**config.mk**
```make
export PLATFORM = sky130hd
export DESIGN_NAME = cellrv32_cpu_regfile_wb_ctrl_flat
export DESIGN_NICKNAME = d
export VERILOG_FILES = /design/src/rtl/cellrv32_cpu_regfile_wb_ctrl_if.sv /design/src/rtl/cellrv32_cpu_regfile_wb_ctrl.sv /design/src/flat_wrapper.sv
export SDC_FILE = /design/constraint.sdc
export NUM_CORES = 1
export LEC_CHECK = 0
export ABC_AREA = 1
export CORE_ASPECT_RATIO = 1.1
export CORE_MARGIN = 2
export CORE_UTILIZATION = 25
export DETAILED_ROUTE_END_ITERATION = 10
export GPL_ROUTABILITY_DRIVEN = 0
export PLACE_DENSITY = 0.59
export REMOVE_ABC_BUFFERS = 1
export SKIP_LAST_GASP = 1
export SLEW_MARGIN = 20
export SYNTH_ARGS = -nofsm -noshare
export SYNTH_HDL_FRONTEND = slang
export SYNTH_SLANG_ARGS = --single-unit
```
**constraint.sdc**
```tcl
create_clock -name clk_i -period 2.5 [get_ports clk_i]
set_input_delay 0.5 -clock clk_i [delete_from_list [all_inputs] [get_ports clk_i]]
set_output_delay 0.5 -clock clk_i [all_outputs]
set_load 0.05 [all_outputs]
```
**src/rtl/cellrv32_cpu_regfile_wb_ctrl_if.sv**
```systemverilog
// ---------------------------------------------------------------------------
// cellrv32_cpu_regfile_wb_ctrl_if
// Bundles every signal between the register-file write-back controller and
// its surroundings: the three write-back requesters, the register file write
// port, the long-latency scoreboard allocation and the decode hazard query.
//
// Modports:
//   master - requesters / control unit / register file side (drives requests,
//            allocations and hazard source addresses; observes readies, the
//            write port, init_done and hazard)
//   slave  - the write-back controller itself
// ---------------------------------------------------------------------------
interface cellrv32_cpu_regfile_wb_ctrl_if #(
  parameter int XLEN = 32
);

  logic            init_done_o;

  logic            req0_valid_i;
  logic [4:0]      req0_rd_i;
  logic [XLEN-1:0] req0_data_i;
  logic            req0_ready_o;

  logic            req1_valid_i;
  logic [4:0]      req1_rd_i;
  logic [XLEN-1:0] req1_data_i;
  logic            req1_ready_o;

  logic            req2_valid_i;
  logic [4:0]      req2_rd_i;
  logic [XLEN-1:0] req2_data_i;
  logic            req2_ready_o;

  logic            rf_we_o;
  logic [4:0]      rf_addr_o;
  logic [XLEN-1:0] rf_wdata_o;

  logic            sb_alloc_i;
  logic [4:0]      sb_alloc_rd_i;

  logic [4:0]      hz_rs1_i;
  logic [4:0]      hz_rs2_i;
  logic            hazard_o;

  modport master (
    input  init_done_o,
    output req0_valid_i, req0_rd_i, req0_data_i,
    input  req0_ready_o,
    output req1_valid_i, req1_rd_i, req1_data_i,
    input  req1_ready_o,
    output req2_valid_i, req2_rd_i, req2_data_i,
    input  req2_ready_o,
    input  rf_we_o, rf_addr_o, rf_wdata_o,
    output sb_alloc_i, sb_alloc_rd_i,
    output hz_rs1_i, hz_rs2_i,
    input  hazard_o
  );

  modport slave (
    output init_done_o,
    input  req0_valid_i, req0_rd_i, req0_data_i,
    output req0_ready_o,
    input  req1_valid_i, req1_rd_i, req1_data_i,
    output req1_ready_o,
    input  req2_valid_i, req2_rd_i, req2_data_i,
    output req2_ready_o,
    output rf_we_o, rf_addr_o, rf_wdata_o,
    input  sb_alloc_i, sb_alloc_rd_i,
    input  hz_rs1_i, hz_rs2_i,
    output hazard_o
  );

endinterface

```
**src/rtl/cellrv32_cpu_regfile_wb_ctrl.sv**
```systemverilog
// ---------------------------------------------------------------------------
// cellrv32_cpu_regfile_wb_ctrl
// Write-back controller for the general-purpose register file, which has a
// single write port.  After reset it sweeps zeros into every register (the
// BRAM-mapped file has no reset of its own), then arbitrates write-back
// requests from the pipeline (req0), the load unit (req1) and the
// co-processor (req2) onto the port, one grant per cycle.
//
// Optional feature, macro CELLRV32_RF_SCOREBOARD_EN:
//   defined     - busy bits track long-latency destinations and hazard_o
//                 stalls decode while a source register is still pending
//   not defined - no busy bits; hazard_o only covers the init sweep
//
// Ports:
//   clk_i  - clock, rising edge
//   rst_i  - asynchronous active-high reset
//   bus    - slave modport of cellrv32_cpu_regfile_wb_ctrl_if (requests,
//            readies, write port, scoreboard allocation, hazard query)
//
// Parameters:
//   XLEN     - data width
//   NUM_REGS - 32, or 16 for RV32E (register index bit 4 is then ignored)
// ---------------------------------------------------------------------------
module cellrv32_cpu_regfile_wb_ctrl #(
  parameter int XLEN     = 32,
  parameter int NUM_REGS = 32
) (
  input logic                           clk_i,
  input logic                           rst_i,
  cellrv32_cpu_regfile_wb_ctrl_if.slave bus
);

  localparam logic [0:0] ST_INIT  = 1'b0;
  localparam logic [0:0] ST_RUN   = 1'b1;
  localparam logic [4:0] RD_MASK  = (NUM_REGS == 16) ? 5'h0F : 5'h1F;
  localparam logic [5:0] CNT_DONE = 6'(NUM_REGS);

  logic [0:0]      state;
  logic [5:0]      cnt;
  logic            rr_ptr;
  logic            we_q;
  logic [4:0]      addr_q;
  logic [XLEN-1:0] wdata_q;
  logic            clr_q;

  logic            run;
  logic            grant0;
  logic            grant1;
  logic            grant2;
  logic [4:0]      rd0;
  logic [4:0]      rd1;
  logic [4:0]      rd2;
  logic [4:0]      sel_rd;
  logic [XLEN-1:0] sel_data;

  // Register indices are aliased onto the physical file (RV32E drops bit 4).
  assign rd0 = bus.req0_rd_i & RD_MASK;
  assign rd1 = bus.req1_rd_i & RD_MASK;
  assign rd2 = bus.req2_rd_i & RD_MASK;

  // req0 always wins; req1/req2 share the remaining slot round-robin,
  // rr_ptr=0 favouring req1 and rr_ptr=1 favouring req2.
  always_comb begin
    run      = (state == ST_RUN);
    grant0   = run && bus.req0_valid_i;
    grant1   = run && !bus.req0_valid_i && bus.req1_valid_i &&
               (!bus.req2_valid_i || !rr_ptr);
    grant2   = run && !bus.req0_valid_i && bus.req2_valid_i &&
               (!bus.req1_valid_i || rr_ptr);
    sel_rd   = rd0;
    sel_data = bus.req0_data_i;
    if (grant1) begin
      sel_rd   = rd1;
      sel_data = bus.req1_data_i;
    end else if (grant2) begin
      sel_rd   = rd2;
      sel_data = bus.req2_data_i;
    end
  end

  assign bus.req0_ready_o = grant0;
  assign bus.req1_ready_o = grant1;
  assign bus.req2_ready_o = grant2;
  assign bus.init_done_o  = (state == ST_RUN);

  // Sweep and write stage.  Sweep writes leave the register one per cycle;
  // the cycle after the last one (cnt == NUM_REGS) switches to RUN with the
  // port idle.  In RUN the accepted request is registered so the write lands
  // one cycle after acceptance.  Accepted writes to x0 are swallowed, and an
  // idle port keeps its last address/data.
  always_ff @(posedge clk_i or posedge rst_i) begin
    if (rst_i) begin
      state   <= ST_INIT;
      cnt     <= '0;
      rr_ptr  <= 1'b0;
      we_q    <= 1'b0;
      addr_q  <= '0;
      wdata_q <= '0;
      clr_q   <= 1'b0;
    end else if (state == ST_INIT) begin
      clr_q <= 1'b0;
      if (cnt == CNT_DONE) begin
        we_q  <= 1'b0;
        state <= ST_RUN;
      end else begin
        we_q    <= 1'b1;
        addr_q  <= cnt[4:0];
        wdata_q <= '0;
        cnt     <= cnt + 6'd1;
      end
    end else begin
      if (grant1 || grant2) begin
        rr_ptr <= grant1;
      end
      if ((grant0 || grant1 || grant2) && (sel_rd != 5'd0)) begin
        we_q    <= 1'b1;
        addr_q  <= sel_rd;
        wdata_q <= sel_data;
        clr_q   <= grant1 || grant2;
      end else begin
        we_q  <= 1'b0;
        clr_q <= 1'b0;
      end
    end
  end

  assign bus.rf_we_o    = we_q;
  assign bus.rf_addr_o  = addr_q;
  assign bus.rf_wdata_o = wdata_q;

`ifdef CELLRV32_RF_SCOREBOARD_EN
  localparam int IDX_W = $clog2(NUM_REGS);

  logic [NUM_REGS-1:0] busy;
  logic [NUM_REGS-1:0] busy_next;
  logic [4:0]          alloc_rd;
  logic [4:0]          rs1;
  logic [4:0]          rs2;

  assign alloc_rd = bus.sb_alloc_rd_i & RD_MASK;
  assign rs1      = bus.hz_rs1_i & RD_MASK;
  assign rs2      = bus.hz_rs2_i & RD_MASK;

  // The clear is applied before the set so that an allocation landing on the
  // same register as a committing load/co-processor write keeps it busy.
  always_comb begin
    busy_next = busy;
    if (we_q && clr_q) begin
      busy_next[addr_q[IDX_W-1:0]] = 1'b0;
    end
    if (bus.sb_alloc_i && (alloc_rd != 5'd0)) begin
      busy_next[alloc_rd[IDX_W-1:0]] = 1'b1;
    end
    busy_next[0] = 1'b0;
  end

  always_ff @(posedge clk_i or posedge rst_i) begin
    if (rst_i) begin
      busy <= '0;
    end else begin
      busy <= busy_next;
    end
  end

  assign bus.hazard_o = !bus.init_done_o || busy[rs1[IDX_W-1:0]] ||
                        busy[rs2[IDX_W-1:0]];
`else
  logic unused_sb;
  assign unused_sb = ^{bus.sb_alloc_i, bus.sb_alloc_rd_i, bus.hz_rs1_i,
                       bus.hz_rs2_i, clr_q};

  assign bus.hazard_o = !bus.init_done_o;
`endif

endmodule

```
**src/flat_wrapper.sv**
```systemverilog
// flat-port wrapper written by rule: the top's interface ports become plain ports
module cellrv32_cpu_regfile_wb_ctrl_flat 
#(
  parameter int XLEN     = 32,
  parameter int NUM_REGS = 32
)
  (clk_i, rst_i, bus_init_done_o, bus_req0_valid_i, bus_req0_rd_i, bus_req0_data_i, bus_req0_ready_o, bus_req1_valid_i, bus_req1_rd_i, bus_req1_data_i, bus_req1_ready_o, bus_req2_valid_i, bus_req2_rd_i, bus_req2_data_i, bus_req2_ready_o, bus_rf_we_o, bus_rf_addr_o, bus_rf_wdata_o, bus_sb_alloc_i, bus_sb_alloc_rd_i, bus_hz_rs1_i, bus_hz_rs2_i, bus_hazard_o);
  cellrv32_cpu_regfile_wb_ctrl_if #(.XLEN(XLEN)) bus_i ();
  input logic clk_i;
  input logic rst_i;
  output wire logic [$bits(bus_i.init_done_o)-1:0] bus_init_done_o;
  input wire logic [$bits(bus_i.req0_valid_i)-1:0] bus_req0_valid_i;
  input wire logic [$bits(bus_i.req0_rd_i)-1:0] bus_req0_rd_i;
  input wire logic [$bits(bus_i.req0_data_i)-1:0] bus_req0_data_i;
  output wire logic [$bits(bus_i.req0_ready_o)-1:0] bus_req0_ready_o;
  input wire logic [$bits(bus_i.req1_valid_i)-1:0] bus_req1_valid_i;
  input wire logic [$bits(bus_i.req1_rd_i)-1:0] bus_req1_rd_i;
  input wire logic [$bits(bus_i.req1_data_i)-1:0] bus_req1_data_i;
  output wire logic [$bits(bus_i.req1_ready_o)-1:0] bus_req1_ready_o;
  input wire logic [$bits(bus_i.req2_valid_i)-1:0] bus_req2_valid_i;
  input wire logic [$bits(bus_i.req2_rd_i)-1:0] bus_req2_rd_i;
  input wire logic [$bits(bus_i.req2_data_i)-1:0] bus_req2_data_i;
  output wire logic [$bits(bus_i.req2_ready_o)-1:0] bus_req2_ready_o;
  output wire logic [$bits(bus_i.rf_we_o)-1:0] bus_rf_we_o;
  output wire logic [$bits(bus_i.rf_addr_o)-1:0] bus_rf_addr_o;
  output wire logic [$bits(bus_i.rf_wdata_o)-1:0] bus_rf_wdata_o;
  input wire logic [$bits(bus_i.sb_alloc_i)-1:0] bus_sb_alloc_i;
  input wire logic [$bits(bus_i.sb_alloc_rd_i)-1:0] bus_sb_alloc_rd_i;
  input wire logic [$bits(bus_i.hz_rs1_i)-1:0] bus_hz_rs1_i;
  input wire logic [$bits(bus_i.hz_rs2_i)-1:0] bus_hz_rs2_i;
  output wire logic [$bits(bus_i.hazard_o)-1:0] bus_hazard_o;
  assign bus_init_done_o = bus_i.init_done_o;
  assign bus_i.req0_valid_i = bus_req0_valid_i;
  assign bus_i.req0_rd_i = bus_req0_rd_i;
  assign bus_i.req0_data_i = bus_req0_data_i;
  assign bus_req0_ready_o = bus_i.req0_ready_o;
  assign bus_i.req1_valid_i = bus_req1_valid_i;
  assign bus_i.req1_rd_i = bus_req1_rd_i;
  assign bus_i.req1_data_i = bus_req1_data_i;
  assign bus_req1_ready_o = bus_i.req1_ready_o;
  assign bus_i.req2_valid_i = bus_req2_valid_i;
  assign bus_i.req2_rd_i = bus_req2_rd_i;
  assign bus_i.req2_data_i = bus_req2_data_i;
  assign bus_req2_ready_o = bus_i.req2_ready_o;
  assign bus_rf_we_o = bus_i.rf_we_o;
  assign bus_rf_addr_o = bus_i.rf_addr_o;
  assign bus_rf_wdata_o = bus_i.rf_wdata_o;
  assign bus_i.sb_alloc_i = bus_sb_alloc_i;
  assign bus_i.sb_alloc_rd_i = bus_sb_alloc_rd_i;
  assign bus_i.hz_rs1_i = bus_hz_rs1_i;
  assign bus_i.hz_rs2_i = bus_hz_rs2_i;
  assign bus_hazard_o = bus_i.hazard_o;
  cellrv32_cpu_regfile_wb_ctrl #(.XLEN(XLEN), .NUM_REGS(NUM_REGS)) u_core (.clk_i(clk_i), .rst_i(rst_i), .bus(bus_i));
endmodule
```
==> Yosys cells after proc, flatten, opt, wreduce, memory -nomap -nowiden <==
Index checks and enable logic that the tools add are counted.
{ "classes": {"n_bitwise": 2, "eq_ne": 3, "muxes": 15, "n_reduce_logical": 21, "addsub": 1} }
{ "op_table": {"columns": ["op", "n"], "rows": [
  ["$mux 32", 5],
  ["$mux 5", 5],
  ["$logic_and 1x1->1", 7],
  ["$add 6x1->6 const B", 1],
  ["$eq 6x6->1 const B", 1],
  ["$reduce_and 2->1", 3],
  ["$logic_not 1->1", 5],
  ["$logic_or 1x1->1", 5],
  ["$mux 1", 5],
  ["$reduce_bool 5->1", 1],
  ["$ne 2x1->1 const B", 1],
  ["$ne 2x2->1 const B", 1],
  ["$not 1->1", 2]
]} }
{ "totals": {"reg_bits": 46, "output_inout_bits": 43, "inputBits": 132} }

==> Depth between registers and ports, before layout <==
{ "logic_depth": {"ltp_word": 10, "ltp_mapped": 15} }

==> Worst setup path before layout <==
Ideal clock, no wire load.
{ "synth_path": {"kind": "flip-flop to flip-flop", "start": "register u_core.state (netlist: u_core.bus.init_done_o)", "end": "register u_core.addr_q[0] (netlist: u_core.bus.rf_addr_o[0])", "t_arrival_ns": 2.265, "path_buffers": 4, "setup_time_ns": 0.118, "slack_ns": 0.117, "synth_period_minus_slack_ns": 2.383, "stages_incl_launch_ff": 13, "required_time_ns": 2.382, "cell_sequence": "dfrtp_1 -> buf_4 -> inv_4 -> nor2_8 -> nand3_2 -> buf_2 -> inv_1 -> nor3_1 -> o21bai_2 -> buf_4 -> buf_4 -> nand3_1 -> nand2_1"} }
{ "synth_rtl": {"columns": ["element", "line", "rtl"], "rows": [
  ["from (decl)", "cellrv32_cpu_regfile_wb_ctrl.sv:38", "logic [0:0] state;"],
  ["from (signal assigned)", "cellrv32_cpu_regfile_wb_ctrl.sv:93", "state <= ST_INIT;"],
  ["from (signal assigned)", "cellrv32_cpu_regfile_wb_ctrl.sv:104", "state <= ST_RUN;"],
  ["$logic_and 1x1->1 (*) (3 in series)", "cellrv32_cpu_regfile_wb_ctrl.sv:66", "grant1 = run && !bus.req0_valid_i && bus.req1_valid_i &&"],
  ["via bus_req1_ready_o", "flat_wrapper.sv:19", "output wire logic [$bits(bus_i.req1_ready_o)-1:0] bus_req1_ready_o;"],
  ["$mux 5 / $logic_or 1x1->1 (equally long branches)", "cellrv32_cpu_regfile_wb_ctrl.sv:72, cellrv32_cpu_regfile_wb_ctrl.sv:115", null],
  ["$reduce_bool 5->1 / $logic_or 1x1->1 (equally long branches)", "cellrv32_cpu_regfile_wb_ctrl.sv:115", "if ((grant0 || grant1 || grant2) && (sel_rd != 5'd0)) begin"],
  ["$logic_and 1x1->1", "cellrv32_cpu_regfile_wb_ctrl.sv:115", null],
  ["$ne 2x2->1 (no line)", null, null],
  ["$reduce_and 2->1 (no line)", null, null],
  ["to (signal assigned)", "cellrv32_cpu_regfile_wb_ctrl.sv:107", "addr_q <= cnt[4:0];"],
  ["to (signal assigned)", "cellrv32_cpu_regfile_wb_ctrl.sv:117", "addr_q <= sel_rd;"],
  ["to (decl)", "cellrv32_cpu_regfile_wb_ctrl.sv:42", "logic [4:0] addr_q;"]
]} }
The timed path passes the listed nets; every way through them passes the cells marked *. The select of a mux whose other input is x is not followed.
A chain may end at the register's enable or synchronous reset.

==> Worst setup path after layout <==
{ "layout_path": {"start": "input port bus_req1_valid_i", "end": "output port bus_req2_ready_o"} }
{ "layout_via": {"elab_chain_cells": 3} }
{ "layout_rtl": {"columns": ["element", "line", "rtl"], "rows": [
  ["from (decl)", "flat_wrapper.sv:16", "input wire logic [$bits(bus_i.req1_valid_i)-1:0] bus_req1_valid_i;"],
  ["$logic_not 1->1", "cellrv32_cpu_regfile_wb_ctrl.sv:69", "(!bus.req1_valid_i || rr_ptr);"],
  ["$logic_or 1x1->1", "cellrv32_cpu_regfile_wb_ctrl.sv:69", null],
  ["$logic_and 1x1->1", "cellrv32_cpu_regfile_wb_ctrl.sv:68", "grant2 = run && !bus.req0_valid_i && bus.req2_valid_i &&"],
  ["to (decl)", "flat_wrapper.sv:23", "output wire logic [$bits(bus_i.req2_ready_o)-1:0] bus_req2_ready_o;"]
]} }
No other way between the ends.

==> impl_metrics.json <==
{
  "wl_per_cell_um": 12.6,
  "tightest_slew_ns": 0.615,
  "drtIter0Drc": 159,
  "grt_overflow": 0,
  "synth_area_um2": 2930,
  "post_cts_buffers": 0,
  "placed_area_um2": 4770,
  "path_clk_slew_ns": 0.06,
  "routed-via-count": 3215,
  "drive_gt1_share_pct": 7.14,
  "cts.repair.resized": 0,
  "crit_family": "buffers and inverters",
  "cts_sinks": 46,
  "routed_wirelength_um": 9140,
  "endpoint_kind": "output port",
  "antennaDiodeCount": 0,
  "ys_ff_latch": 46,
  "port_buffers": 158,
  "intPower_uw": 1760,
  "clockBufferDepth": 2,
  "grt_max_degree": 35,
  "slew_headroom_pct": 58.9,
  "ff_latch_area_um2": 1150,
  "worstSetupPathType": "in -> out",
  "power.density_nw_per_um2": 578,
  "die-area_um2": 12600,
  "synth_cells": 421,
  "die_w_um": 107,
  "cts_tree": "done",
  "timing.final.crit_share_pct": 94.6,
  "cts_root_buffer": "clkbuf_16",
  "antenna_found_initial": 0,
  "crit_fanout": 18,
  "p_sw_uw": 1090,
  "path_buf_inv": 4,
  "finalNetCount": 708,
  "yosysSeqAreaShare_pct": 39.3,
  "combPwrFrac_pct": 45.9,
  "syn_area_per_cell_um2": 6.96,
  "die_h_um": 118,
  "grt_setup_unrepaired": "no",
  "power_frac_seq_pct": 32.5,
  "h-tree-depth": 2,
  "clock_skew_ns": 0.00397,
  "grt_pass1_wl_um": 14900,
  "synth_top_area_share_pct": 39.3,
  "max_freq_mhz": 423,
  "hpwlAfterDp_um": 7160,
  "synthTopCellsByArea": "dfrtp_1 (39%), nand2_1 (20%), nand3_1 (13%)",
  "rows": 41,
  "sw_frac_of_total_pct": 38.2,
  "pwr-share-clk_pct": 21.5,
  "critPathLaunchType": "input pin",
  "status": "finished, final reports clean",
  "peakVddDrop_mv": 0.288,
  "layout_min_cycle_time_ns": 2.36,
  "finalPower_uw": 2850,
  "drtPass1Iterations": 4,
  "hold_class": "reg -> reg",
  "cp.arrival_ns": 1.86,
  "slew_violations": 0,
  "nFillCells": 1171,
  "clock_latency_ns": 0.28,
  "vias_per_cell": 4.44,
  "drtAntennaViolNets": 0,
  "crit_top_cell": "buf_12",
  "crit_chain": "clkdlybuf4s50_1 -> nand2_2 -> nand3_4 -> clkinv_1 -> buf_12 -> buf_12",
  "maxCapViolations": 0,
  "setup_viol": 0,
  "busiest_layer": "met2",
  "grt_pass1_vias": 3127,
  "route.detailed.drc": 0,
  "leakage_uw": 0.00233,
  "max_stage_delay_ns": 0.55,
  "core_um2": 11400,
  "cp.required_ns": 2.00,
  "syn_to_final_growth_pct": 68.0,
  "ys.warnings.count": 0,
  "use_met2_pct": 26.2,
  "tns_ns": 0,
  "use_met1_pct": 16.7,
  "synth_top_cell_by_area": "dfrtp_1",
  "grt.total_usage_pct": 14.5,
  "multiInputGateArea_um2": 1500,
  "dp_slack_ns": -0.161,
  "holdWs_ns": 0.486,
  "setup_slack_ns": 0.135,
  "ios": 175,
  "initial_core_util_pct": 25.6,
  "slowest_stage": "clkdlybuf4s50_1",
  "grtUsageMet3_pct": 3.54,
  "cts_buffers": 5,
  "hold_viol_final": 0,
  "hold_buffers": 0,
  "final_area_um2": 4920,
  "ys_types": 26
}
## per-layer routing
metal,share of wire [%],wire length (um)
met1,40,3650
met2,51,4660
met3,7.3,665
met4,1.8,165
met5,0,0
## flip-flops by register name, summed over array words and instances (netlist names)
signal and count:
u_core.bus.rf_wdata_o 32, u_core.bus.rf_addr_o 5, u_core.cnt 6, u_core.bus.rf_we_o 1, u_core.bus.init_done_o 1, u_core.rr_ptr 1
## worst paths after layout
path                                        start                         to  slack (ns)  cells past startpoint
max                              bus_req1_valid_i           bus_req2_ready_o        0.14                      6
min                                 u_core.cnt[5]              u_core.cnt[5]        0.49                      1
min reg2reg                         u_core.cnt[5]              u_core.cnt[5]        0.49                      1
max in group asynchronous                   rst_i  u_core.bus.rf_wdata_o[16]        1.34                      3
min in group asynchronous                   rst_i  u_core.bus.rf_wdata_o[17]        0.62                      2
max reg2reg                u_core.bus.init_done_o  u_core.bus.rf_wdata_o[24]        0.50                     11
## logic make-up after synthesis
| group | count (synthesis) | share of synthesized area (%) |
|---|---|---|
| buffers and inverters | 73 | 10.9 |
| DFF | 46 | 39.3 |
| AOI/OAI and AO/OA | 42 | 10.1 |
| xor gates and xnor gates | 5 | 1.49 |
| and+or+nand+nor | 253 | 37.4 |
| adders and majority gates | 2 | 0.853 |
## layout by cell type (no fill, tap or decap)
master and instances:
nand2_2 1, nor2_1 3, o21bai_4 1, o211ai_1 32
clkdlybuf4s50_1 153, xnor2_1 2, o21ai_1 1, nand2_1 157
nand3_1 78, buf_12 6, dfrtp_1 46, inv_2 1
clkbuf_1 2, or2_2 3, inv_1 38, or2_0 1
nand3_4 2, o21ai_4 1, o21ai_0 6, ha_1 2
buf_4 19, nor3_1 2, inv_4 1, nand4_1 5
xor2_1 3, nor2_8 1, clkinv_1 1, a21oi_1 1
clkbuf_16 5
## power groups by stage
stage	Combinational (uW)	Clock, uW	Sequential, uW
5_1_grt	1410	675	944
3_3_place_gp	1310	0	935
4_1_cts	1320	642	928
3_5_place_dp	1320	0	941
2_1_floorplan	331	0	1350
6_report	1310	613	926
## per-stage QoR
stage                     cells  utilization (%)
after detailed placement    717             41.7
after floorplan             389                -
after CTS                   724             42.9
after global routing        724             43.0
final                       724             43.0
after global placement      717             41.7
## final cells by class
class	instances	area share, %
well taps	150	3.81
multi-input cells	302	30.5
clock buffers	7	2.69
repair buffers	178	36.4
flip-flops and latches	46	23.4
inverters	41	3.18
## synthesized netlist by cell type
cell type and n:
nand2_1 158, nand3_1 79, dfrtp_1 46, inv_1 39, o211ai_1 32, clkbuf_1 12
buf_1 8, buf_4 6, o21ai_0 6, nand4_1 5, buf_2 4, nor2_1 3
or2_2 3, xor2_1 3, buf_6 2, ha_1 2, nor3_1 2, o21ai_1 2
xnor2_1 2, a21oi_1 1, clkinv_1 1, inv_4 1, nand3_2 1, nor2_8 1
o21bai_2 1, or2_0 1
No activity file was read; power rests on OpenSTA's default activity.
